===== src/rtl/logic_arb_pkg.sv =====
`default_nettype none
// ============================================================================
// Module   : logic_arb_pkg
// Purpose  : Shared definitions for the logic-unit arbiter. Holds the datapath
//            width, the operation type and the operation encodings.
// Ports    : none (package)
// Config   : LOGIC_ARB_STATS_EN is consumed by logic_unit_arbiter, not here.
// Revision : 1.0  initial release
// ============================================================================
package logic_arb_pkg;

   localparam int DATA_W = 64;

   typedef logic [1:0] logic_op_t;

   localparam logic_op_t LOP_AND = 2'b00;
   localparam logic_op_t LOP_OR  = 2'b01;
   localparam logic_op_t LOP_XOR = 2'b10;
   localparam logic_op_t LOP_ILL = 2'b11;

endpackage : logic_arb_pkg
`default_nettype wire


===== src/rtl/rr_arbiter.sv =====
`default_nettype none
// ============================================================================
// Module   : rr_arbiter
// Purpose  : Combinational round-robin picker. Grants the first asserted
//            request at or after ptr, searching upward and wrapping.
// Ports    : req     in  NUM_REQ  request vector
//            en      in  1        grants allowed this cycle
//            ptr     in  ID_W     highest-priority index
//            gnt     out NUM_REQ  one-hot grant (all-zero when en=0)
//            gnt_idx out ID_W     encoded index of gnt (0 when no grant)
// Config   : none
// Revision : 1.0  initial release
// ============================================================================
module rr_arbiter #(
   parameter int NUM_REQ = 4,
   parameter int ID_W    = $clog2(NUM_REQ)
) (
   input  logic [NUM_REQ-1:0] req,
   input  logic               en,
   input  logic [ID_W-1:0]    ptr,
   output logic [NUM_REQ-1:0] gnt,
   output logic [ID_W-1:0]    gnt_idx
);

   // Walk the offsets from farthest to nearest; the last hit wins, so the
   // nearest asserted request to ptr ends up granted.
   always_comb begin
      int              idx;
      logic [ID_W-1:0] idx_l;
      gnt     = '0;
      gnt_idx = '0;
      idx     = 0;
      idx_l   = '0;
      for (int k = NUM_REQ - 1; k >= 0; k--) begin
         idx = int'(ptr) + k;
         if (idx >= NUM_REQ) begin
            idx = idx - NUM_REQ;
         end
         idx_l = ID_W'(idx);
         if (en && req[idx_l]) begin
            gnt        = '0;
            gnt[idx_l] = 1'b1;
            gnt_idx    = idx_l;
         end
      end
   end

endmodule : rr_arbiter
`default_nettype wire


===== src/rtl/logic_unit_arbiter.sv =====
`default_nettype none
// ============================================================================
// Module   : logic_unit_arbiter
// Purpose  : Shares one 64-bit AND/OR/XOR datapath between NUM_REQ
//            requesters with round-robin arbitration and a single registered
//            response stage tagged with the requester id.
// Ports    : clk, rst (async, active-high)
//            req_valid/req_ready  per-requester handshake (ready is one-hot)
//            req_op  [2i+:2]      00 AND, 01 OR, 10 XOR, 11 illegal
//            req_a/req_b [64i+:64] operands
//            rsp_valid/rsp_ready  response handshake
//            rsp_result, rsp_id, rsp_err  response payload
//            grant_cnt [32i+:32]  per-requester accepted count (stats only)
// Config   : LOGIC_ARB_STATS_EN  adds grant_cnt port and its counters
// Revision : 1.0  initial release
// ============================================================================
module logic_unit_arbiter
   import logic_arb_pkg::*;
#(
   parameter int NUM_REQ = 4,
   parameter int ID_W    = $clog2(NUM_REQ)
) (
   input  logic                      clk,
   input  logic                      rst,
   input  logic [NUM_REQ-1:0]        req_valid,
   output logic [NUM_REQ-1:0]        req_ready,
   input  logic [2*NUM_REQ-1:0]      req_op,
   input  logic [DATA_W*NUM_REQ-1:0] req_a,
   input  logic [DATA_W*NUM_REQ-1:0] req_b,
   output logic                      rsp_valid,
   input  logic                      rsp_ready,
   output logic [DATA_W-1:0]         rsp_result,
   output logic [ID_W-1:0]           rsp_id,
   output logic                      rsp_err
`ifdef LOGIC_ARB_STATS_EN
   ,
   output logic [32*NUM_REQ-1:0]     grant_cnt
`endif
);

   logic                 accept;
   logic [NUM_REQ-1:0]   gnt;
   logic [ID_W-1:0]      gnt_idx;
   logic                 xfer;

   logic_op_t            sel_op;
   logic [DATA_W-1:0]    sel_a;
   logic [DATA_W-1:0]    sel_b;
   logic [DATA_W-1:0]    sel_res;

   logic                 rsp_valid_q,  rsp_valid_d;
   logic [DATA_W-1:0]    rsp_result_q, rsp_result_d;
   logic [ID_W-1:0]      rsp_id_q,     rsp_id_d;
   logic                 rsp_err_q,    rsp_err_d;
   logic [ID_W-1:0]      rr_ptr_q,     rr_ptr_d;

   // The response slot can take a new result when it is empty or being
   // drained this cycle.
   assign accept = ~rsp_valid_q | rsp_ready;

   rr_arbiter #(
      .NUM_REQ (NUM_REQ),
      .ID_W    (ID_W)
   ) u_rr_arbiter (
      .req     (req_valid),
      .en      (accept),
      .ptr     (rr_ptr_q),
      .gnt     (gnt),
      .gnt_idx (gnt_idx)
   );

   assign req_ready = gnt;
   assign xfer      = |gnt;

   // One-hot select: only the granted slice is ever routed, so unknowns on
   // idle ports cannot leak into the result.
   always_comb begin
      sel_op = LOP_AND;
      sel_a  = '0;
      sel_b  = '0;
      for (int i = 0; i < NUM_REQ; i++) begin
         if (gnt[i]) begin
            sel_op = req_op[2*i +: 2];
            sel_a  = req_a[DATA_W*i +: DATA_W];
            sel_b  = req_b[DATA_W*i +: DATA_W];
         end
      end
   end

   always_comb begin
      case (sel_op)
         LOP_AND: sel_res = sel_a & sel_b;
         LOP_OR:  sel_res = sel_a | sel_b;
         LOP_XOR: sel_res = sel_a ^ sel_b;
         default: sel_res = '0;
      endcase
   end

   always_comb begin
      rsp_valid_d  = rsp_valid_q;
      rsp_result_d = rsp_result_q;
      rsp_id_d     = rsp_id_q;
      rsp_err_d    = rsp_err_q;
      rr_ptr_d     = rr_ptr_q;
      if (xfer) begin
         rsp_valid_d  = 1'b1;
         rsp_result_d = sel_res;
         rsp_id_d     = gnt_idx;
         rsp_err_d    = (sel_op == LOP_ILL);
         rr_ptr_d     = (gnt_idx == ID_W'(NUM_REQ - 1)) ? '0 : gnt_idx + ID_W'(1);
      end else if (rsp_ready) begin
         rsp_valid_d = 1'b0;
      end
   end

   always_ff @(posedge clk or posedge rst) begin
      if (rst) begin
         rsp_valid_q  <= 1'b0;
         rsp_result_q <= '0;
         rsp_id_q     <= '0;
         rsp_err_q    <= 1'b0;
         rr_ptr_q     <= '0;
      end else begin
         rsp_valid_q  <= rsp_valid_d;
         rsp_result_q <= rsp_result_d;
         rsp_id_q     <= rsp_id_d;
         rsp_err_q    <= rsp_err_d;
         rr_ptr_q     <= rr_ptr_d;
      end
   end

   assign rsp_valid  = rsp_valid_q;
   assign rsp_result = rsp_result_q;
   assign rsp_id     = rsp_id_q;
   assign rsp_err    = rsp_err_q;

`ifdef LOGIC_ARB_STATS_EN
   // Free-running per-requester transfer counters; wrap naturally at 2^32.
   for (genvar gi = 0; gi < NUM_REQ; gi++) begin : g_stats
      logic [31:0] cnt_q, cnt_d;

      always_comb begin
         cnt_d = cnt_q;
         if (gnt[gi]) begin
            cnt_d = cnt_q + 32'd1;
         end
      end

      always_ff @(posedge clk or posedge rst) begin
         if (rst) begin
            cnt_q <= '0;
         end else begin
            cnt_q <= cnt_d;
         end
      end

      assign grant_cnt[32*gi +: 32] = cnt_q;
   end
`endif

endmodule : logic_unit_arbiter
`default_nettype wire


===== config.mk =====
export PLATFORM = sky130hd
export DESIGN_NAME = logic_unit_arbiter
export DESIGN_NICKNAME = d
export VERILOG_FILES = /design/src/rtl/logic_arb_pkg.sv /design/src/rtl/rr_arbiter.sv /design/src/rtl/logic_unit_arbiter.sv
export SDC_FILE = /design/constraint.sdc
export NUM_CORES = 1
export LEC_CHECK = 0
export CORE_AREA = 8 8 224 226
export DETAILED_ROUTE_END_ITERATION = 8
export DIE_AREA = 0 0 232 234
export HOLD_SLACK_MARGIN = 0.08
export SLEW_MARGIN = 20
export SYNTH_ARGS = -nofsm -noshare
export SYNTH_HDL_FRONTEND = slang
export SYNTH_SLANG_ARGS = --single-unit

===== constraint.sdc =====
create_clock -name clk -period 8.7 [get_ports clk]
set_clock_uncertainty 0.05 [all_clocks]
set_input_delay 1.74 -clock clk [delete_from_list [all_inputs] [get_ports clk]]
set_output_delay 1.74 -clock clk [all_outputs]
set_load 0.005 [all_outputs]

### Word level (Yosys, flattened, before mapping)

Cells that the tools add are included.

| cells by class | value |
|---|---|
| add/subtract/negate cells | 8 |
| $lt $le $gt $ge | 12 |
| eq/ne operators | 4 |
| muxes and demuxes | 44 |
| bitwise logic cells | 5 |
| reductions and logical operators | 11 |

Operator list:

| kind | number |
|---|---|
| $mux W64 | 8 |
| $pmux W64 S3 | 1 |
| $and A64 B64 Y64 | 1 |
| $or A64 B64 Y64 | 1 |
| $xor A64 B64 Y64 | 1 |
| $mux W2 | 13 |
| $mux W4 | 4 |
| $lt A2 B3 Y1 const B | 4 |
| $mux W1 | 10 |
| $ge A3 B3 Y1 const B | 3 |
| $bmux W1 S2 | 4 |
| $demux W1 S2 | 4 |
| $ge A2 B1 Y1 const B | 4 |
| $logic_and A1 B1 Y1 | 8 |
| $sub A2 B1 Y2 const B | 4 |
| $add A2 B2 Y3 const B | 2 |
| $eq A2 B2 Y1 const B | 3 |
| $reduce_or A4 Y1 | 1 |
| $add A2 B1 Y3 const B | 1 |
| $ge A2 B3 Y1 const B | 1 |
| $add A2 B1 Y2 const B | 1 |
| $eq A2 B1 Y1 const B | 1 |
| $logic_not A2 Y1 | 1 |
| $reduce_bool A2 Y1 | 1 |
| other kinds (2) | 2 |

| word-level totals | value |
|---|---|
| register bits | 70 |
| input port bits | 527 |
| output and inout port bits | 72 |
| word-level logic and storage cells | 89 |

### Longest topological paths before layout

| logic depth | value |
|---|---|
| word-level depth | 17 |
| mapped depth | 17 |
| depth with buffers taken out | 13 |

### Cells and area by module

A second synthesis with hierarchy kept.

| unflattened totals | value |
|---|---|
| cell total of the unflattened synthesis | 1313 |
| area total of the unflattened synthesis | 9755.6 um^2 |

By module, submodules not included:

| module | instances | cells an instance | area an instance (um^2) | sequential area each (um^2) |
|---|---|---|---|---|
| logic_unit_arbiter | 1 | 1236 | 9191.3 | 1751.7 |
| rr_arbiter | 1 | 77 | 564.3 | 0.0 |

### Worst setup path before layout

OpenSTA, ideal clock, no wires.

| path | value |
|---|---|
| path type | input-to-output |
| start point | input req_valid[1] |
| end point | output req_ready[3] |
| arrival time | 3696 ps |
| data required time | 6910 ps |
| slack | 3214 ps |
| cell stages on the path | 8 |
| path buffers | 4 |
| cells stage by stage | mux4_2 -> nor2_2 -> nand4_1 -> a41oi_4 -> buf_4 -> buf_2 -> buf_2 -> buf_1 |

| on the way | value |
|---|---|
| longest elaborated chain between the ends | 7 |
| elaborated cells on any way between the ends | 16 |
| classes of those cells | 12 x mux; 4 x reduce/logical |

RTL lines:

| item | RTL line | text |
|---|---|---|
| from (decl) | logic_unit_arbiter.sv:25 | `input logic [NUM_REQ-1:0] req_valid,` |
| $bmux W1 S2 | rr_arbiter.sv:40 | `if (en && req[idx_l]) begin` |
| $mux W1 (implied by the code) | rr_arbiter.sv:40 |  |
| $logic_and A1 B1 Y1 | rr_arbiter.sv:40 |  |
| $mux W4 (3 in a row) | rr_arbiter.sv:40 |  |
| $mux W4 * | rr_arbiter.sv:40 |  |
| to (decl) | logic_unit_arbiter.sv:26 | `output logic [NUM_REQ-1:0] req_ready,` |

Mark *: on every way between the ends. The rest lies on a longest branch, timed or not. The select of a mux whose other input is x is not followed.

### Final worst setup path

| path | value |
|---|---|
| start point | input req_valid[3] |
| end point | output req_ready[2] |

The elaborated chain is that of the path after synthesis.

==> flow_metrics.env <==
export IMPL_status="complete, no violations"
export IMPL_placed_cell_area_um2=16600
export IMPL_die_w_um=232
export IMPL_max_freq_mhz=147
export IMPL_vdd_drop_max_mv=0.575
export IMPL_layout_setup_ws_ns=1.88
export IMPL_worstSetupPathType="in -> out"
export IMPL_synth_seq_cells=70
export IMPL_hp_class="reg -> reg"
export IMPL_routed_wl_mm=50.1
export IMPL_path_cells="clkdlybuf4s50_1 -> mux2_1 -> nand3_1 -> and2_0 -> a41o_4 -> inv_4 -> clkdlybuf4s50_1"
export IMPL_detail_route_iter0_violations=631
export IMPL_synth_cells=1256
export IMPL_cts_sinks=70
export IMPL_slew_headroom=0.202
export IMPL_core_area_um2=46800
export IMPL_leakage_nw=7.18
export IMPL_avgSynthCellArea_um2=8.21
export IMPL_clockRootBuffer="clkbuf_16"
export IMPL_synth_area_leaders="dfrtp_1, ha_1, a221oi_1"
export IMPL_dr_pass1_iters=5
export IMPL_max_cap_violations=0
export IMPL_cts_resized=0
export IMPL_crit_top_cell="clkdlybuf4s50_1"
export IMPL_final_common_cell="clkdlybuf4s50_1"
export IMPL_tightest_slew_ns=1.20
export IMPL_grt_pass1_wl_mm=73.8
export IMPL_hpwl_mm=38.7
export IMPL_start_util=0.220
export IMPL_holdWs_ns=0.430
export IMPL_grt_pass1_vias=12500
export IMPL_power_density_nw_per_um2=562
export IMPL_postRouteAntennaNets=0
export IMPL_antenna_found_initial=3
export IMPL_syn_nets=1919
export IMPL_final_util=0.361
export IMPL_worstPathArrival_ns=5.03
export IMPL_cts_buffer_depth=2
export IMPL_synth_top_area_cell="dfrtp_1"
export IMPL_end_kind="output pin"
export IMPL_syn2layout_area_growth_pct=63.9
export IMPL_cts_tree="done"
export IMPL_die_h_um=234
export IMPL_postCtsHoldBufs=0
export IMPL_cp_max_fo=55
export IMPL_viasPerCell=5.12
export IMPL_final_nets=2412
export IMPL_overflow=0
export IMPL_cp_start_kind="primary input"
export IMPL_path_buf_inv=3
export IMPL_clkTransAtPathRegs_ns=0.07
export IMPL_wl_per_cell_um=21.1
export IMPL_layout_common_cells="clkdlybuf4s50_1, ha_1, a21oi_1, nor2_1, nor3_1"
export IMPL_insertion_delay_ns=0.36
export IMPL_reg2reg_slack_ns=2.85
export IMPL_dieArea_um2=54300
export IMPL_critical_path_top_delay_family="buffers and inverters"
export IMPL_cpMaxStageDelayCell="a41o_4"
export IMPL_yosysTopAreaCellShare=0.170
export IMPL_pre_cts_slack_ns=1.95
export IMPL_netlist_area_um2=10300
export IMPL_design_area_um2=16900
export IMPL_setup_violations=0
export IMPL_finalCritPeriodShare=0.783
export IMPL_fin_crit_ns=6.82
export IMPL_cts_max_level=3
export IMPL_ys_seq_area_frac=0.170
export IMPL_drv_slew=0
export IMPL_finalWeightedCongestion=0.931
export IMPL_rows=80
export IMPL_fin_setup_tns_ns=0
export IMPL_grt_start_max_net_pins=223
export IMPL_cp_required_ns=6.91
export IMPL_max_stage_delay_ns=0.68
export IMPL_port_buffers=598
export IMPL_drcViolationCount=0
export IMPL_post_cts_setup_buffers=0
export IMPL_io_pins=599
export IMPL_rsz0062_at_grt="false"
export IMPL_hold_viol=0
export IMPL_ys_warn_count=0
export IMPL_routed_via_count=12100
export IMPL_numCtsBuffers=9
export IMPL_grt_total_usage=0.174
export IMPL_drive_gt1_frac=0.0547
export IMPL_synthDistinctLibCells=47
[metrics by stage]
stage                     std cells  total power, mW
after floorplan                1256             7.15
after global placement         2353             8.97
after detailed placement       2353             9.23
after CTS                      2369             9.69
after global routing           2370             10.6
final                          2370             9.50
[worst paths after layout]
kind,startpoint,end,cells after the start
max,req_valid[3],req_ready[2],7
min,rsp_id[0],rsp_id[0],1
max reg2reg,rr_ptr_q[0],rsp_result[15],15
min reg2reg,rsp_id[0],rsp_id[0],1
max in group asynchronous,rst,rsp_result[53],3
min in group asynchronous,rst,rsp_result[25],3
[cell families after synthesis]
logic type | synth area share
multiplexers | 0.0706
flip-flops | 0.170
XOR/XNOR | 0.000850
adder cells (fa/ha/maj) | 0.165
AO/OA/AOI/OAI | 0.372
buffers and inverters | 0.0658
AND/OR/NAND/NOR | 0.156
[layout make-up]
class,count,area [um^2]
clock buffer,12,256
fill,4846,29900
inverter,7,32.5
timing repair buffer,613,6130
sequential,70,1750
multi-input combinational,1048,7920
clock inverter,4,45.0
tap,615,769
antenna,1,2.50
[worst reg2reg max path, delay by kind of cell (launching register included)]
| family | cells | cell delay (ns) |
|---|---|---|
| flip-flops | 1 | 0.69 |
| AND/OR/NAND/NOR | 3 | 0.77 |
| AO/OA/AOI/OAI | 5 | 1.22 |
| adder cells (fa/ha/maj) | 2 | 0.85 |
| multiplexers | 1 | 0.14 |
| buffers and inverters | 4 | 1.96 |
[cell usage after synthesis (all sizes together)]
| library cell | instances |
|---|---|
| mux4 | 1 |
| a221oi | 130 |
| nor3 | 131 |
| and2 | 3 |
| inv | 7 |
| o221ai | 66 |
| ha | 136 |
| buf | 52 |
| nand3 | 6 |
| or3 | 1 |
| a41oi | 2 |
| mux2i | 66 |
| a21oi | 133 |
| a221o | 1 |
| a41o | 2 |
| o31ai | 1 |
| a22o | 1 |
| nor4 | 1 |
| a211oi | 3 |
| nor2 | 133 |
| and3 | 2 |
| nand2 | 72 |
| clkbuf | 79 |
| o2111ai | 1 |
| nor2b | 1 |
| xor2 | 1 |
| o21ai | 7 |
| nand4 | 8 |
| mux2 | 4 |
| a21o | 129 |
| o21a | 1 |
| or2 | 1 |
| nand2b | 4 |
| dfrtp | 70 |
[where the power goes]
part	switching (mW)	internal [mW]
Combinational	4.83	3.61
Clock	0.165	0.237
Sequential	0.106	0.554
[flip-flops by register name (all words and copies together) (netlist names)]
register    count
rr_ptr_q        2
rsp_err         1
rsp_id          2
rsp_result     64
rsp_valid       1
[routing by layer]
layer  up-vias  GRT usage  share of wire
met1      5781      0.202           0.41
li1       5845          -              -
met4         4     0.0580          0.028
met5         -          0        0.00060
met3        71     0.0547          0.076
met2       439      0.299           0.49
(Power assumes the default switching activity.)
==> variant, RTL diff (same flow settings) <==
`NUM_REQ` is set to 4 in 2 places; all go to 2.
--- a/src/rtl/rr_arbiter.sv
+++ b/src/rtl/rr_arbiter.sv
@@ -12,7 +12,7 @@
 // Revision : 1.0  initial release
 // ============================================================================
 module rr_arbiter #(
-   parameter int NUM_REQ = 4,
+   parameter int NUM_REQ = 2,
    parameter int ID_W    = $clog2(NUM_REQ)
 ) (
    input  logic [NUM_REQ-1:0] req,
--- a/src/rtl/logic_unit_arbiter.sv
+++ b/src/rtl/logic_unit_arbiter.sv
@@ -17,7 +17,7 @@
 module logic_unit_arbiter
    import logic_arb_pkg::*;
 #(
-   parameter int NUM_REQ = 4,
+   parameter int NUM_REQ = 2,
    parameter int ID_W    = $clog2(NUM_REQ)
 ) (
    input  logic                      clk,
Interface: changed (6 resized); port bits go from 599 to 334. No check against the original RTL was run, so the function may have changed too.
==> variant against the unedited design <==
- global-route usage is 7.0 points lower
- setup slack improved by 1.8 ns
- sequential cell count decreased by 2
- maximum frequency is 35% higher
- final area is 34% lower
- area after synthesis decreased by 32%
- synthesized cell count shrank 37%
- routed wire length decreased by 42%
- largest cell class unchanged
Power is left out: it rests on default switching activity, and per cell area and clock period it moved more than threefold.
==> variant: results (changes against the unedited design) <==
Post-Route WL: 28800 microns (was 50100 microns)
Max Cap Viol: 0 (unchanged)
final hold vios: 0 (unchanged)
hold_sp: rsp_result[0]$_DFFE_PP0P_ (was rsp_id[0]$_DFFE_PP0P_)
setup slack, reg-to-reg: 5.79 ns (was 2.85 ns)
Hold Crit Endpoint: rsp_result[0]$_DFFE_PP0P_ (was rsp_id[0]$_DFFE_PP0P_)
fmax: 198 MHz (was 147 MHz)
Rel. slew slack: 37.7% (was 20.2%)
Synth top cells by count: inv_1, ha_1, dfrtp_1 (was ha_1, a21oi_1, nor2_1)
Nets: 1474 (was 2412)
Finished Layout Cells: 1701 (was 2370)
crit path launch: rsp_ready (was req_valid[3])
sequential share of the synthesized area: 24.4% (was 17.0%)
Post-CTS Setup Bufs: 0 (unchanged)
clock slew at reported path FFs: 0.06 ns
H-tree levels: 3 (unchanged)
hold path depth: 2 (was 1)
pin count of the biggest net entering global routing: 123 (was 223)
CP max stage delay: 0.54 ns (was 0.68 ns)
WP data arrival: 3.26 ns (was 5.03 ns)
Critical R2R Capture: rsp_result[6]$_DFFE_PP0P_ (was rsp_result[15]$_DFFE_PP0P_)
antenna violations before repair: 3 (unchanged)
number of library cell types mapped by synthesis: 27 (was 47)
drt first pass iters: 4 (was 5)
post_cts resized: 0 (unchanged)
Warnings, synthesis: 0 (unchanged)
Mapped Cells: 797 (was 1256)
synth top area cells: dfrtp_1, ha_1, a22o_1, a32oi_1, a22oi_1 (was dfrtp_1, ha_1, a221oi_1, a21o_1, o221ai_2)
CTS buffer count: 9 (unchanged)
first-pass GRT wire length: 44100 microns (was 73800 microns)
vias in the first global route: 7884 (was 12500)
DP Wirelength: 21600 microns (was 38700 microns)
routability congestion estimate: 0.767 (was 0.931)
Worst R2R Path Depth: 6 (was 15)
critical path peak fanout: 7 (was 55)
Tightest Hold Check Type: register to register (unchanged)
Worst Setup EP: req_ready[1] (was req_ready[2])
Syn Nets: 1190 (was 1919)
pre-CTS setup slack: 3.59 ns (was 1.95 ns)
crit path max-delay cell type: clkdlybuf4s50_1 (was a41o_4)
asr flop ratio synth: 100% (unchanged)
worst r2r src: rsp_valid$_DFFE_PP0P_ (was rr_ptr_q[0]$_DFFE_PP0P_)
Vias/cell: 4.16 (was 5.12)
Hold WS: 0.440 ns (was 0.430 ns)
Crit path max-delay family: buffers and inverters (unchanged)
status: complete, no violations (unchanged)
max reg flops: 64 (unchanged)
Clk Latency, worst-skew pair: 0.35 ns
CTS root buf: clkbuf_16 (unchanged)
Port-buffer cells: 333 (was 598)
1st-iter DRT viols: 309 (was 631)
layout cells sized above 1: 2.95% (was 5.47%)
Clock Path Buffers: 2 (unchanged)
Total GRT Usage: 10.4% (was 17.4%)
-- variant: layout make-up --
type / count / area [sq um]
Antenna cell: 1 / 2.50
Clock buffer: 13 / 250
Inverter: 130 / 489
Sequential cell: 68 / 1700
Tap cell: 615 / 769
Fill cell: 5125 / 35700
Timing Repair Buffer: 344 / 3440
Multi-Input combinational cell: 528 / 4480
Clock inverter: 2 / 35.0
-- variant: routing by layer --
metal  wire, microns  share of wire [%]  track usage, %
met1           12100                 42            11.8
met3            2150                7.5            3.71
met5              27              0.094               0
met4             773                2.7            3.88
met2           13700                 48            17.6
-- variant: worst min-delay path, cell delays in order (launching register included) --
cell and delay [ns]:
dfrtp_1 0.34, nand2_1 0.05, o211ai_1 0.07
-- variant: cell families after synthesis --
family | count (synthesis) | share of synthesized area [%]
AOI/OAI and AO/OA | 260 | 30.3
buffers and inverters | 201 | 11.7
and+or+nand+nor | 136 | 9.95
adders and majority gates | 128 | 23.0
DFF | 68 | 24.4
muxes | 4 | 0.575
